--- src/rtl/cdb_pkg.sv ---
// Shared CDB definitions: tag/data widths, the "no producer" tag and
// small index helpers used by the arbiter (up to 8 requesters).
package cdb_pkg;
  localparam int LABEL_W = 5;
  localparam int DATA_W  = 32;
  localparam int MAX_N   = 8;
  localparam logic [LABEL_W-1:0] NO_LABEL = '0;

  function automatic logic [MAX_N-1:0] onehot(input logic [2:0] idx);
    return MAX_N'(1) << idx;
  endfunction

  function automatic logic [2:0] incMod(input logic [2:0] v, input int n);
    return (int'(v) >= n - 1) ? 3'd0 : v + 3'd1;
  endfunction
endpackage

--- src/rtl/cdb_arbiter_rr_pick.sv ---
// Combinational round-robin pick: rotate elig so ptr sits at bit 0,
// take the lowest set bit, then rotate the index back.
module rr_pick #(
  parameter int N = 4,
  localparam int PW = (N > 1) ? $clog2(N) : 1
) (
  input  logic [N-1:0]  elig,
  input  logic [PW-1:0] ptr,
  output logic          found,
  output logic [PW-1:0] idx
);
  logic [N-1:0]  rot;
  logic [PW-1:0] enc;
  logic [PW:0]   src;
  logic [PW:0]   sum;

  always_comb begin
    rot = '0;
    src = '0;
    for (int i = 0; i < N; i++) begin
      src = (PW+1)'(i) + {1'b0, ptr};
      if (src >= (PW+1)'(N)) src = src - (PW+1)'(N);
      rot[i] = elig[src[PW-1:0]];
    end
  end

  always_comb begin
    enc = '0;
    for (int i = N - 1; i >= 0; i--)
      if (rot[i]) enc = PW'(i);
  end

  assign found = |rot;

  always_comb begin
    sum = {1'b0, enc} + {1'b0, ptr};
    if (sum >= (PW+1)'(N)) sum = sum - (PW+1)'(N);
  end

  assign idx = sum[PW-1:0];
endmodule

--- src/rtl/cdb_arbiter.sv ---
// Common data bus arbiter: one registered winner per cycle onto BCEN/BClabel/
// BCdata with a one-cycle ack back to the winning functional unit.
module cdb_arbiter
  import cdb_pkg::*;
#(
  parameter int N       = 4,
  parameter int LABEL_W = cdb_pkg::LABEL_W,
  parameter int DATA_W  = cdb_pkg::DATA_W,
  localparam int PW     = (N > 1) ? $clog2(N) : 1
) (
  input  logic                 clk,
  input  logic                 RST,
  input  logic [N-1:0]         req,
  input  logic [N*LABEL_W-1:0] reqLabel,
  input  logic [N*DATA_W-1:0]  reqData,
  input  logic                 flush,
  output logic [N-1:0]         ack,
  output logic                 BCEN,
  output logic [LABEL_W-1:0]   BClabel,
  output logic [DATA_W-1:0]    BCdata,
  output logic [7:0]           busyCnt
);
  logic [PW-1:0]      ptr;
  logic [N-1:0]       elig;
  logic               found;
  logic [PW-1:0]      idx;
  logic [LABEL_W-1:0] winLabel;
  logic [DATA_W-1:0]  winData;
  logic               contended;

  // The unit acked this cycle is still dropping req; keep it out of the race.
  assign elig      = req & ~ack;
  assign contended = ($countones(elig) >= 2);

  rr_pick #(.N(N)) uPick (
    .elig  (elig),
    .ptr   (ptr),
    .found (found),
    .idx   (idx)
  );

  assign winLabel = reqLabel[idx*LABEL_W +: LABEL_W];
  assign winData  = reqData[idx*DATA_W +: DATA_W];

  always_ff @(posedge clk or posedge RST) begin
    if (RST) begin
      ack     <= '0;
      BCEN    <= 1'b0;
      BClabel <= '0;
      BCdata  <= '0;
      busyCnt <= '0;
      ptr     <= '0;
    end else begin
      if (!flush && contended && busyCnt != 8'hFF)
        busyCnt <= busyCnt + 8'd1;
      if (flush || !found) begin
        ack  <= '0;
        BCEN <= 1'b0;
      end else begin
        // Tag 0 retires the requester without a broadcast.
        ack     <= N'(onehot(3'(idx)));
        BCEN    <= (winLabel != LABEL_W'(NO_LABEL));
        BClabel <= winLabel;
        BCdata  <= winData;
        ptr     <= PW'(incMod(3'(idx), N));
      end
    end
  end
endmodule

--- config.mk ---
export PLATFORM = sky130hd
export DESIGN_NAME = cdb_arbiter
export DESIGN_NICKNAME = d
export VERILOG_FILES = /design/src/rtl/cdb_pkg.sv /design/src/rtl/cdb_arbiter_rr_pick.sv /design/src/rtl/cdb_arbiter.sv
export SDC_FILE = /design/constraint.sdc
export NUM_CORES = 1
export LEC_CHECK = 0
export BUFFER_PORTS_ARGS = -buffer_cell sky130_fd_sc_hd__clkbuf_2
export CAP_MARGIN = 20
export CORE_ASPECT_RATIO = 2
export CORE_MARGIN = 2
export CORE_UTILIZATION = 35
export CTS_CLUSTER_DIAMETER = 120
export DETAILED_ROUTE_END_ITERATION = 8
export HOLD_SLACK_MARGIN = 0.12
export PLACE_DENSITY = 0.68
export SYNTH_ARGS = -nofsm -noshare
export SYNTH_HDL_FRONTEND = slang
export SYNTH_HIERARCHICAL = 1
export SYNTH_SLANG_ARGS = --single-unit
--- constraint.sdc ---
create_clock -name clk -period 3.2 [get_ports clk]
set_clock_uncertainty 0.05 [all_clocks]
set_input_delay 0.64 -clock clk [delete_from_list [all_inputs] [get_ports clk]]
set_output_delay 0.64 -clock clk [all_outputs]
set_load 0.05 [all_outputs]
After elaboration in Yosys (flattened, before gate mapping)
Cells that the tools add are included.
- $add $sub $neg: 14
- reductions and logical operators: 7
- order comparisons: 11
- multiplexer cells: 20
- bitwise logic cells: 2
- equal/unequal tests: 1
- $mul: 1
- shifts and indexed selects: 3
- operators by type and width (operator ; number):
    128-bit by 8-bit indexed part select with 32-bit output ; 1
    2-bit two-way mux ; 10
    20-bit by 6-bit indexed part select with 5-bit output ; 1
    3-bit greater-or-equal comparator (second input constant) ; 4
    2-bit by 3-bit < comparator with 1-bit output (second input constant) ; 4
    2-bit by 1-bit subtractor with 2-bit output (second input constant) ; 5
    8-bit by 1-bit adder with 8-bit output (second input constant) ; 1
    1-bit binary-select mux with 2-bit select ; 4
    8-bit inequality test (second input constant) ; 1
    2-bit by 2-bit adder with 3-bit output ; 2
    2-bit by 2-bit adder with 3-bit output (first input constant) ; 2
    2-bit by 3-bit multiplier with 5-bit output (second input constant) ; 1
    1-bit two-way mux ; 5
    5-bit nonzero test ; 1
    1-bit by 1-bit adder with 2-bit output ; 2
    4-bit bitwise AND ; 1
    4-bit two-way mux ; 1
    4-bit NOT ; 1
    4-bit OR reduction ; 1
    1-bit by 2-bit << shifter with 4-bit output (first input constant) ; 1
    1-bit by 2-bit adder with 3-bit output (first input constant) ; 1
    2-bit by 3-bit greater-or-equal comparator with 1-bit output (second input constant) ; 1
    3-bit by 2-bit greater-or-equal comparator with 1-bit output (second input constant) ; 1
    2-bit by 1-bit adder with 2-bit output (second input constant) ; 1
    4 further kinds ; 6
- input bits: 155
- register bits after elaboration: 52

Depth between registers and ports, before layout
Gate-level depths: netlist (run 1).
- depth in word-level cells: 16
- gate-level depth with buffers: 15
- mapped depth without buffers: 13

Modules after synthesis
The synthesis (run 1) kept the hierarchy.
- modules (own cells, without submodules) (module ; seq. area each (um2) ; cells an instance ; area an instance (um2) ; instances):
    cdb_arbiter ; 1301.2 ; 275 ; 3037.9 ; 1
    rr_pick ; 0.0 ; 25 ; 166.4 ; 1

Least setup slack after synthesis (run 1)
OpenSTA, ideal clock, no wires.
- path type: input port to flip-flop
- from: input req[0]
- to: register BCdata[12]
- setup slack: -0.011 ns
- required time: 3.032 ns
- buffers on the path: 2
- data arrival time: 3.044 ns
- cell stages on the path: 13
- cell sequence: nor2b_1 -> nor2_1 -> a2bb2oi_1 -> o211ai_1 -> o21a_1 -> ha_1 -> xnor2_1 -> xnor2_1 -> buf_2 -> clkbuf_1 -> mux4_2 -> nand2_1 -> nand2_1
- longest elaborated chain between the ends: 11
- ends and longest elaborated chain (what ; line ; RTL):
    from (decl) ; cdb_arbiter.sv:13 ; input logic [N-1:0] req,
    4-bit bitwise AND (*) ; cdb_arbiter.sv:32 ; assign elig = req & ~ack;
    1-bit binary-select mux with 2-bit select ; cdb_arbiter_rr_pick.sv:23 ; rot[i] = elig[src[PW-1:0]];
    1-bit two-way mux (implied by the code) ; cdb_arbiter_rr_pick.sv:23 ;
    2-bit two-way mux (3 in series) ; cdb_arbiter_rr_pick.sv:30 ; if (rot[i]) enc = PW'(i);
    2-bit two-way mux (*) ; cdb_arbiter_rr_pick.sv:30 ;
    2-bit by 2-bit adder with 3-bit output (*) ; cdb_arbiter_rr_pick.sv:36 ; sum = {1'b0, enc} + {1'b0, ptr};
    3-bit greater-or-equal comparator or 2-bit by 1-bit subtractor with 2-bit output (tied branches) ; cdb_arbiter_rr_pick.sv:37 ; if (sum >= (PW+1)'(N)) sum = sum - (PW+1)'(N);
    2-bit two-way mux (*) ; cdb_arbiter_rr_pick.sv:37 ;
    net idx[1] ; cdb_arbiter.sv:26 ; logic [PW-1:0] idx;
    128-bit by 8-bit indexed part select with 32-bit output (*) ; cdb_arbiter.sv:43 ; assign winData = reqData[idx*DATA_W +: DATA_W];
    to (signal assigned) ; cdb_arbiter.sv:64 ; BCdata <= winData;
    to (decl) ; cdb_arbiter.sv:20 ; output logic [DATA_W-1:0] BCdata,
The timed path passes the listed nets; every way through them passes the cells marked *. The select of a mux whose other input is x is not followed.
A chain may end at the register's enable or synchronous reset.

Final worst setup path (run 1)
- from: input req[2]
- to: register BCdata[19]
- longest elaborated chain between the ends: 11
- ends and longest elaborated chain (what ; line ; RTL):
    4-bit bitwise AND (*) ; cdb_arbiter.sv:32 ;
    net elig[2] ; cdb_arbiter.sv:24 ; logic [N-1:0] elig;
    1-bit binary-select mux with 2-bit select ; cdb_arbiter_rr_pick.sv:23 ;
    1-bit two-way mux (implied by the code) ; cdb_arbiter_rr_pick.sv:23 ;
    2-bit two-way mux (3 in series) ; cdb_arbiter_rr_pick.sv:30 ;
    2-bit two-way mux (*) ; cdb_arbiter_rr_pick.sv:30 ;
    2-bit by 2-bit adder with 3-bit output (*) ; cdb_arbiter_rr_pick.sv:36 ;
    3-bit greater-or-equal comparator or 2-bit by 1-bit subtractor with 2-bit output (tied branches) ; cdb_arbiter_rr_pick.sv:37 ;
    2-bit two-way mux (*) ; cdb_arbiter_rr_pick.sv:37 ;
    net idx[1] ; cdb_arbiter.sv:26 ;
    128-bit by 8-bit indexed part select with 32-bit output (*) ; cdb_arbiter.sv:43 ;
Marked as above.

==> results of run 1 <==
-- flip-flops by register name, summed over array words and instances (netlist names) --
register / flops
busyCnt: 8
ptr: 2
BCdata: 32
ack: 4
BClabel: 5
BCEN: 1
-- how the worst min path moves through the flow --
stage,end,slack (ns),cells after the start
floorplan,ptr[1]$_DFFE_PP0P_,0.39,2
global placement,BCdata[6]$_DFFE_PP0P_,0.41,2
detailed placement,BCdata[4]$_DFFE_PP0P_,0.41,2
CTS,BCdata[4]$_DFFE_PP0P_,0.43,2
global route,BCdata[9]$_DFFE_PP0P_,0.45,2
finish,BCdata[7]$_DFFE_PP0P_,0.43,2
-- area by class of cell --
| cell class | count | area (um^2) |
|---|---|---|
| clock buffer | 6 | 138.9 |
| inverter | 7 | 26.28 |
| tap | 102 | 127.6 |
| clock inverter | 2 | 15.01 |
| timing repair buffer | 217 | 1144 |
| fill | 840 | 4375 |
| sequential | 52 | 1301 |
| multi-input combinational | 222 | 1823 |
-- kinds of logic (layout without fill, tap and decap cells) --
kind of cell | after synthesis | count (layout) | synth area share
buf+inv | 26 | 232 | 0.03475
mux | 40 | 40 | 0.2714
simple gates | 153 | 153 | 0.2027
fa+ha+maj | 7 | 7 | 0.02968
flops | 52 | 52 | 0.4061
compound gates | 15 | 15 | 0.03632
xor+xnor | 7 | 7 | 0.01913
-- layer usage --
layer / wire (um) / vias to the layer above / part of all wire / track usage
met5: 0 / - / 0 / 0
met4: 412 / 0 / 0.043 / 0.1013
met3: 407 / 28 / 0.043 / 0.03186
met2: 5221 / 117 / 0.55 / 0.3470
met1: 3530 / 1487 / 0.37 / 0.2295
li1: - / 1447 / - / -
-- through the flow --
stage                     TNS, ns  instances  total power, W  instance area [um^2]  hold slack (ns)
final                           0        608        0.005819                  4576           0.4276
after global routing            0        608        0.006225                  4576           0.4495
after CTS                       0        608        0.005888                  4564           0.4308
after detailed placement   -3.605        600        0.005314                  4410           0.4132
after global placement     -3.050        600        0.005209                  4410           0.4096
after floorplan                 0        300        0.004302                  3206           0.3903
-- worst register-to-register path, delay by kind of cell, from the launching register on --
kind / cells / cell delay (ns)
compound gates: 3 / 0.40
buf+inv: 1 / 0.29
flops: 1 / 0.36
simple gates: 4 / 0.51
xor+xnor: 2 / 0.63
fa+ha+maj: 1 / 0.17
mux: 1 / 0.31
-- power by group through the flow --
stage	clock network, W	logic [W]	registers [W]
floorplan	0	0.00219	0.00212
global placement	0	0.00404	0.00117
detailed placement	0	0.00413	0.00118
CTS	0.000576	0.00414	0.00117
global route	0.000601	0.00441	0.00121
finish	0.000560	0.00409	0.00117
-- cell usage after synthesis, types with 2 or more instances --
| cell type | n | share of area |
|---|---|---|
| xnor2_1 | 6 | 0.016 |
| buf_4 | 2 | 0.0047 |
| nand2_1 | 123 | 0.14 |
| buf_2 | 5 | 0.0078 |
| nor2b_1 | 4 | 0.0078 |
| clkbuf_1 | 10 | 0.012 |
| and3_1 | 2 | 0.0039 |
| a21oi_1 | 7 | 0.011 |
| nor2_1 | 5 | 0.0059 |
| ha_1 | 6 | 0.023 |
| mux4_2 | 37 | 0.26 |
| nand2b_1 | 3 | 0.0059 |
| nor3_1 | 2 | 0.0031 |
| inv_1 | 7 | 0.0082 |
| dfrtp_1 | 52 | 0.41 |
| nand4_1 | 2 | 0.0039 |
| and2_1 | 4 | 0.0078 |
| buf_1 | 2 | 0.0023 |
==> results.json, run 1 <==
{
  "status": "finished clean",
  "post-route-util": 0.5112,
  "syn-num-nets": 462,
  "viasPerCell": 5.064,
  "hold_violations": 0,
  "drive_gt1_frac": 0.5415,
  "rows": 49,
  "power_density_nw_per_um2": 1272,
  "slew_violations": 0,
  "drtAntennaViolNets": 0,
  "max-clock-path-buffers": 2,
  "clk_pin_slew_worst_paths_ns": 0.07,
  "ys_seq_area_frac": 0.4061,
  "clock_sinks": 52,
  "cp_top_family": "XOR/XNOR gates",
  "end_kind": "register",
  "netSwitchingFraction": 0.4844,
  "n_antenna_cell": 0,
  "cts_buffers": 5,
  "cp_slowest_cell": "xnor2_4",
  "dp_hpwl_um": 7618,
  "final_nets": 667,
  "grt_pass1_vias": 3277,
  "grt_max_degree": 53,
  "mostFrequentLayoutCells": "clkbuf_2, nand2_1, dfrtp_1",
  "tightestPinTransition_ns": 0.8644,
  "grt_setup_unrepaired": "false",
  "syn_avg_cell_area_um2": 10.68,
  "globalplace.congestion": 0.9780,
  "root_buffer": "clkbuf_16",
  "r2r_end": "BCdata[19]$_DFFE_PP0P_",
  "r2r_start": "ack[2]$_DFF_PP0_",
  "netlist_area_um2": 3204,
  "cts_tree": "yes",
  "r2r_slack_ns": 0.37,
  "critPathKind": "in -> reg",
  "relSlewSlack": 0.4238,
  "setup_slack_ns": 0.3362,
  "startpoint": "req[2]",
  "clkLatencyLatePin_ns": 0.29,
  "crit_path_end": "BCdata[19]$_DFFE_PP0P_",
  "grt.overflow.total": 0,
  "crit_chain": "clkbuf_2 -> and2b_2 -> nor2_1 -> a2bb2oi_1 -> o211ai_1 -> o21a_1 -> ha_2 -> xnor2_1 -> xnor2_4 -> buf_4 -> mux4_2 -> nand2_1 -> nand2_1",
  "port_buffers": 204,
  "io_pins": 205,
  "power_frac_seq": 0.201,
  "finalSetupViolations": 0,
  "combPwrFrac": 0.703,
  "cp_max_fo": 12,
  "layout_commonest_cell": "clkbuf_2",
  "synthToLayoutAreaGrowth_pct": 42.80,
  "hp-start": "BCdata[7]$_DFFE_PP0P_",
  "fin_crit_sh": 0.8949,
  "place_ws_ns": -0.1837,
  "cp.depth": 13,
  "die_h_um": 139.3,
  "cts_resized": 0,
  "async_reset_ff_frac": 1.000,
  "p_leak_nw": 2.460,
  "grt_pass1_wl_um": 15660,
  "synth_edf_count": 0,
  "drc": 0,
  "clkPwrFrac": 0.096,
  "critPathMostFrequentCell": "nand2_1",
  "cpPeakStageDelay_ns": 0.44,
  "min_path_type": "reg -> reg",
  "fp.dieW_um": 71.66,
  "wl_per_cell_um": 15.74,
  "crit_arrival_ns": 3.00,
  "drv_cap": 0,
  "ys_ff_latch": 52,
  "track_usage": 0.1991,
  "p_sw_w": 0.002819,
  "crit_buf_inv": 2,
  "reg2reg_depth": 12,
  "peakVddDrop_mv": 0.6377,
  "max_clock_freq_mhz": 349.2,
  "cts_hold_buf": 0,
  "synthCells": 300,
  "routed_wl_um": 9571,
  "cp-start-kind": "primary input",
  "initial_core_util": 0.3580,
  "yosysUniqueCellTypes": 39,
  "synth_warnings": 6,
  "drt_iter0_drc": 157,
  "ys.flop_type": "dfrtp_1",
  "vias": 3079,
  "antenna_found_initial": 0,
  "dieArea_um2": 9983,
  "period_minus_slack_ns": 2.864,
  "firstDrtPassIters": 4,
  "p_int_w": 0.003000,
  "required_ns": 3.33,
  "htree_levels": 2,
  "core_um2": 8951,
  "cts_setup_buffers": 0
}
Note: power is estimated with default switching activity, not from simulation.
==> run 2, diff against run 1 <==
Settings changed: CELL_PAD_IN_SITES_DETAIL_PLACEMENT set to 1, CELL_PAD_IN_SITES_GLOBAL_PLACEMENT set to 2, CORE_UTILIZATION 35 to 24, CTS_CLUSTER_SIZE set to 24, PLACE_DENSITY 0.68 to unset, PLACE_DENSITY_LB_ADDON set to 0.1.
==> run 2 against run 1 <==
- critical path depth is 1 lower
- wire length is 13% higher
- non-clock buffer count is 5 higher
- critical path type unchanged
- largest cell class unchanged
==> results.json, run 2 (synthesis results as in run 1) <==
{
  "status": "finished clean",
  "core_um2": 12990,
  "largest_reg_flops": 32,
  "clock_sinks": 52,
  "drive_gt1_frac": 0.5440,
  "power_density_nw_per_um2": 1291,
  "cts_tree": "yes",
  "fp.dieW_um": 85.71,
  "cts_setup_buffers": 0,
  "grt_max_degree": 53,
  "power_frac_seq": 0.192,
  "routed_wl_um": 10860,
  "p_leak_nw": 2.505,
  "r2r_start": "ack[2]$_DFF_PP0_",
  "relSlewSlack": 0.3783,
  "critPathKind": "in -> reg",
  "rows": 59,
  "post-route-util": 0.3626,
  "end_kind": "register",
  "nFillCells": 1548,
  "globalplace.congestion": 0.7440,
  "drtAntennaViolNets": 0,
  "clk_pin_slew_worst_paths_ns": 0.07,
  "required_ns": 3.28,
  "dieArea_um2": 14350,
  "slew_violations": 0,
  "grt_setup_unrepaired": "false",
  "layout_commonest_cell": "clkbuf_2",
  "crit_path_end": "BCEN$_DFF_PP0_",
  "n_antenna_cell": 0,
  "synthToLayoutAreaGrowth_pct": 47.01,
  "vias": 3092,
  "largestRegisters": "BCdata: 32 flops, busyCnt: 8 flops, BClabel: 5 flops",
  "hold_violations": 0,
  "mostFrequentLayoutCells": "clkbuf_2, nand2_1, dfrtp_1",
  "regMostFlops": "BCdata",
  "peakVddDrop_mv": 0.4692,
  "clkLatencyLatePin_ns": 0.29,
  "whs_ns": 0.4217,
  "multiInputGateArea_um2": 1823,
  "firstDrtPassIters": 4,
  "r2r_slack_ns": 0.37,
  "netSwitchingFraction": 0.4752,
  "tightestPinTransition_ns": 0.9326,
  "wl_per_cell_um": 16.38,
  "cp-start-kind": "primary input",
  "drv_cap": 0,
  "root_buffer": "clkbuf_16",
  "track_usage": 0.1583,
  "die_h_um": 167.4,
  "port_buffers": 204,
  "register_area_um2": 1301,
  "final_nets": 672,
  "finalSetupViolations": 0,
  "clkPwrFrac": 0.101,
  "viasPerCell": 4.664,
  "p_int_w": 0.003191,
  "drc": 0,
  "initial_core_util": 0.2466,
  "reg2reg_depth": 11,
  "p_sw_w": 0.002890,
  "htree_levels": 2,
  "grt_pass1_wl_um": 17610,
  "startpoint": "req[2]",
  "max_clock_freq_mhz": 348.3,
  "r2r_end": "BCEN$_DFF_PP0_",
  "io_pins": 205,
  "max-clock-path-buffers": 2,
  "grt.overflow.total": 0,
  "cts_buffers": 5,
  "antenna_found_initial": 0,
  "fin_crit_sh": 0.8973,
  "drt_iter0_drc": 37,
  "combPwrFrac": 0.707,
  "min_path_type": "reg -> reg",
  "period_minus_slack_ns": 2.871,
  "grt_pass1_vias": 3551,
  "crit_arrival_ns": 2.95,
  "power_w": 0.006081,
  "cp_max_fo": 10,
  "dp_hpwl_um": 8870
}
-- run 2: cell count changes in the layout (fill, tap and decap cells not counted) --
cell / delta
buf_12: +2
buf_4: +3
bufinv_16: +1
clkbuf_1: +1
clkbuf_8: -1
clkinv_2: +1
clkinvlp_4: -2
-- run 2: repair_timing --
item,in CTS,in global routing
hold buffers,0,0
endpoints found under the setup margin,0,1
hold endpoints to repair,0,0
gates resized for setup,0,1
-- run 2: area by class of cell --
| type | count | area share |
|---|---|---|
| tap | 152 | 0.04037 |
| sequential | 52 | 0.2762 |
| timing repair buffer | 222 | 0.2560 |
| clock buffer | 6 | 0.02736 |
| clock inverter | 2 | 0.007437 |
| multi-input combinational | 222 | 0.3870 |
| inverter | 7 | 0.005578 |
-- run 2: worst min-delay path by stage --
stage                                         to                   start  cells past startpoint  slack (ns)
after floorplan               ptr[1]$_DFFE_PP0P_      ptr[1]$_DFFE_PP0P_                      2        0.39
after global placement    BCdata[14]$_DFFE_PP0P_  BCdata[14]$_DFFE_PP0P_                      2        0.41
after detailed placement  BCdata[22]$_DFFE_PP0P_  BCdata[22]$_DFFE_PP0P_                      2        0.41
after CTS                 BCdata[22]$_DFFE_PP0P_  BCdata[22]$_DFFE_PP0P_                      2        0.43
after global routing      BCdata[22]$_DFFE_PP0P_  BCdata[22]$_DFFE_PP0P_                      2        0.45
final                     BCdata[22]$_DFFE_PP0P_  BCdata[22]$_DFFE_PP0P_                      2        0.42
-- run 2: through the flow --
stage	setup TNS, ns	cell area (um^2)	worst slack (ns)	cells
4_1_cts	0	4700	0.1202	663
6_report	0	4711	0.3287	663
2_1_floorplan	0	3206	0.1375	300
3_5_place_dp	-2.306	4536	-0.1606	655
5_1_grt	0	4711	0.1140	663
3_3_place_gp	-1.780	4536	-0.1669	655
-- run 2: per-layer routing --
metal | vias to the layer above | GRT usage | part of all wire
li1 | 1455 | - | -
met1 | 1509 | 0.1578 | 0.33
met2 | 114 | 0.3122 | 0.60
met3 | 14 | 0.02661 | 0.049
met4 | 0 | 0.06142 | 0.025
met5 | - | 0 | 0
-- run 2: power by group through the flow --
stage	logic [W]	clock network, W	registers (W)
final	0.00430	0.000613	0.00117
after global routing	0.00468	0.000663	0.00121
after CTS	0.00438	0.000638	0.00118
after detailed placement	0.00437	0	0.00118
after global placement	0.00433	0	0.00117
after floorplan	0.00219	0	0.00212
-- run 2: worst max-delay path, cell delays in order --
cell and delay [ns]:
clkbuf_2 0.09, and2b_2 0.22, nor2_1 0.14, a2bb2oi_1 0.17, o211ai_1 0.10, o21a_1 0.13
ha_2 0.17, xnor2_1 0.19, xnor2_4 0.43, mux4_2 0.39, nor3_1 0.19, a21oi_1 0.09
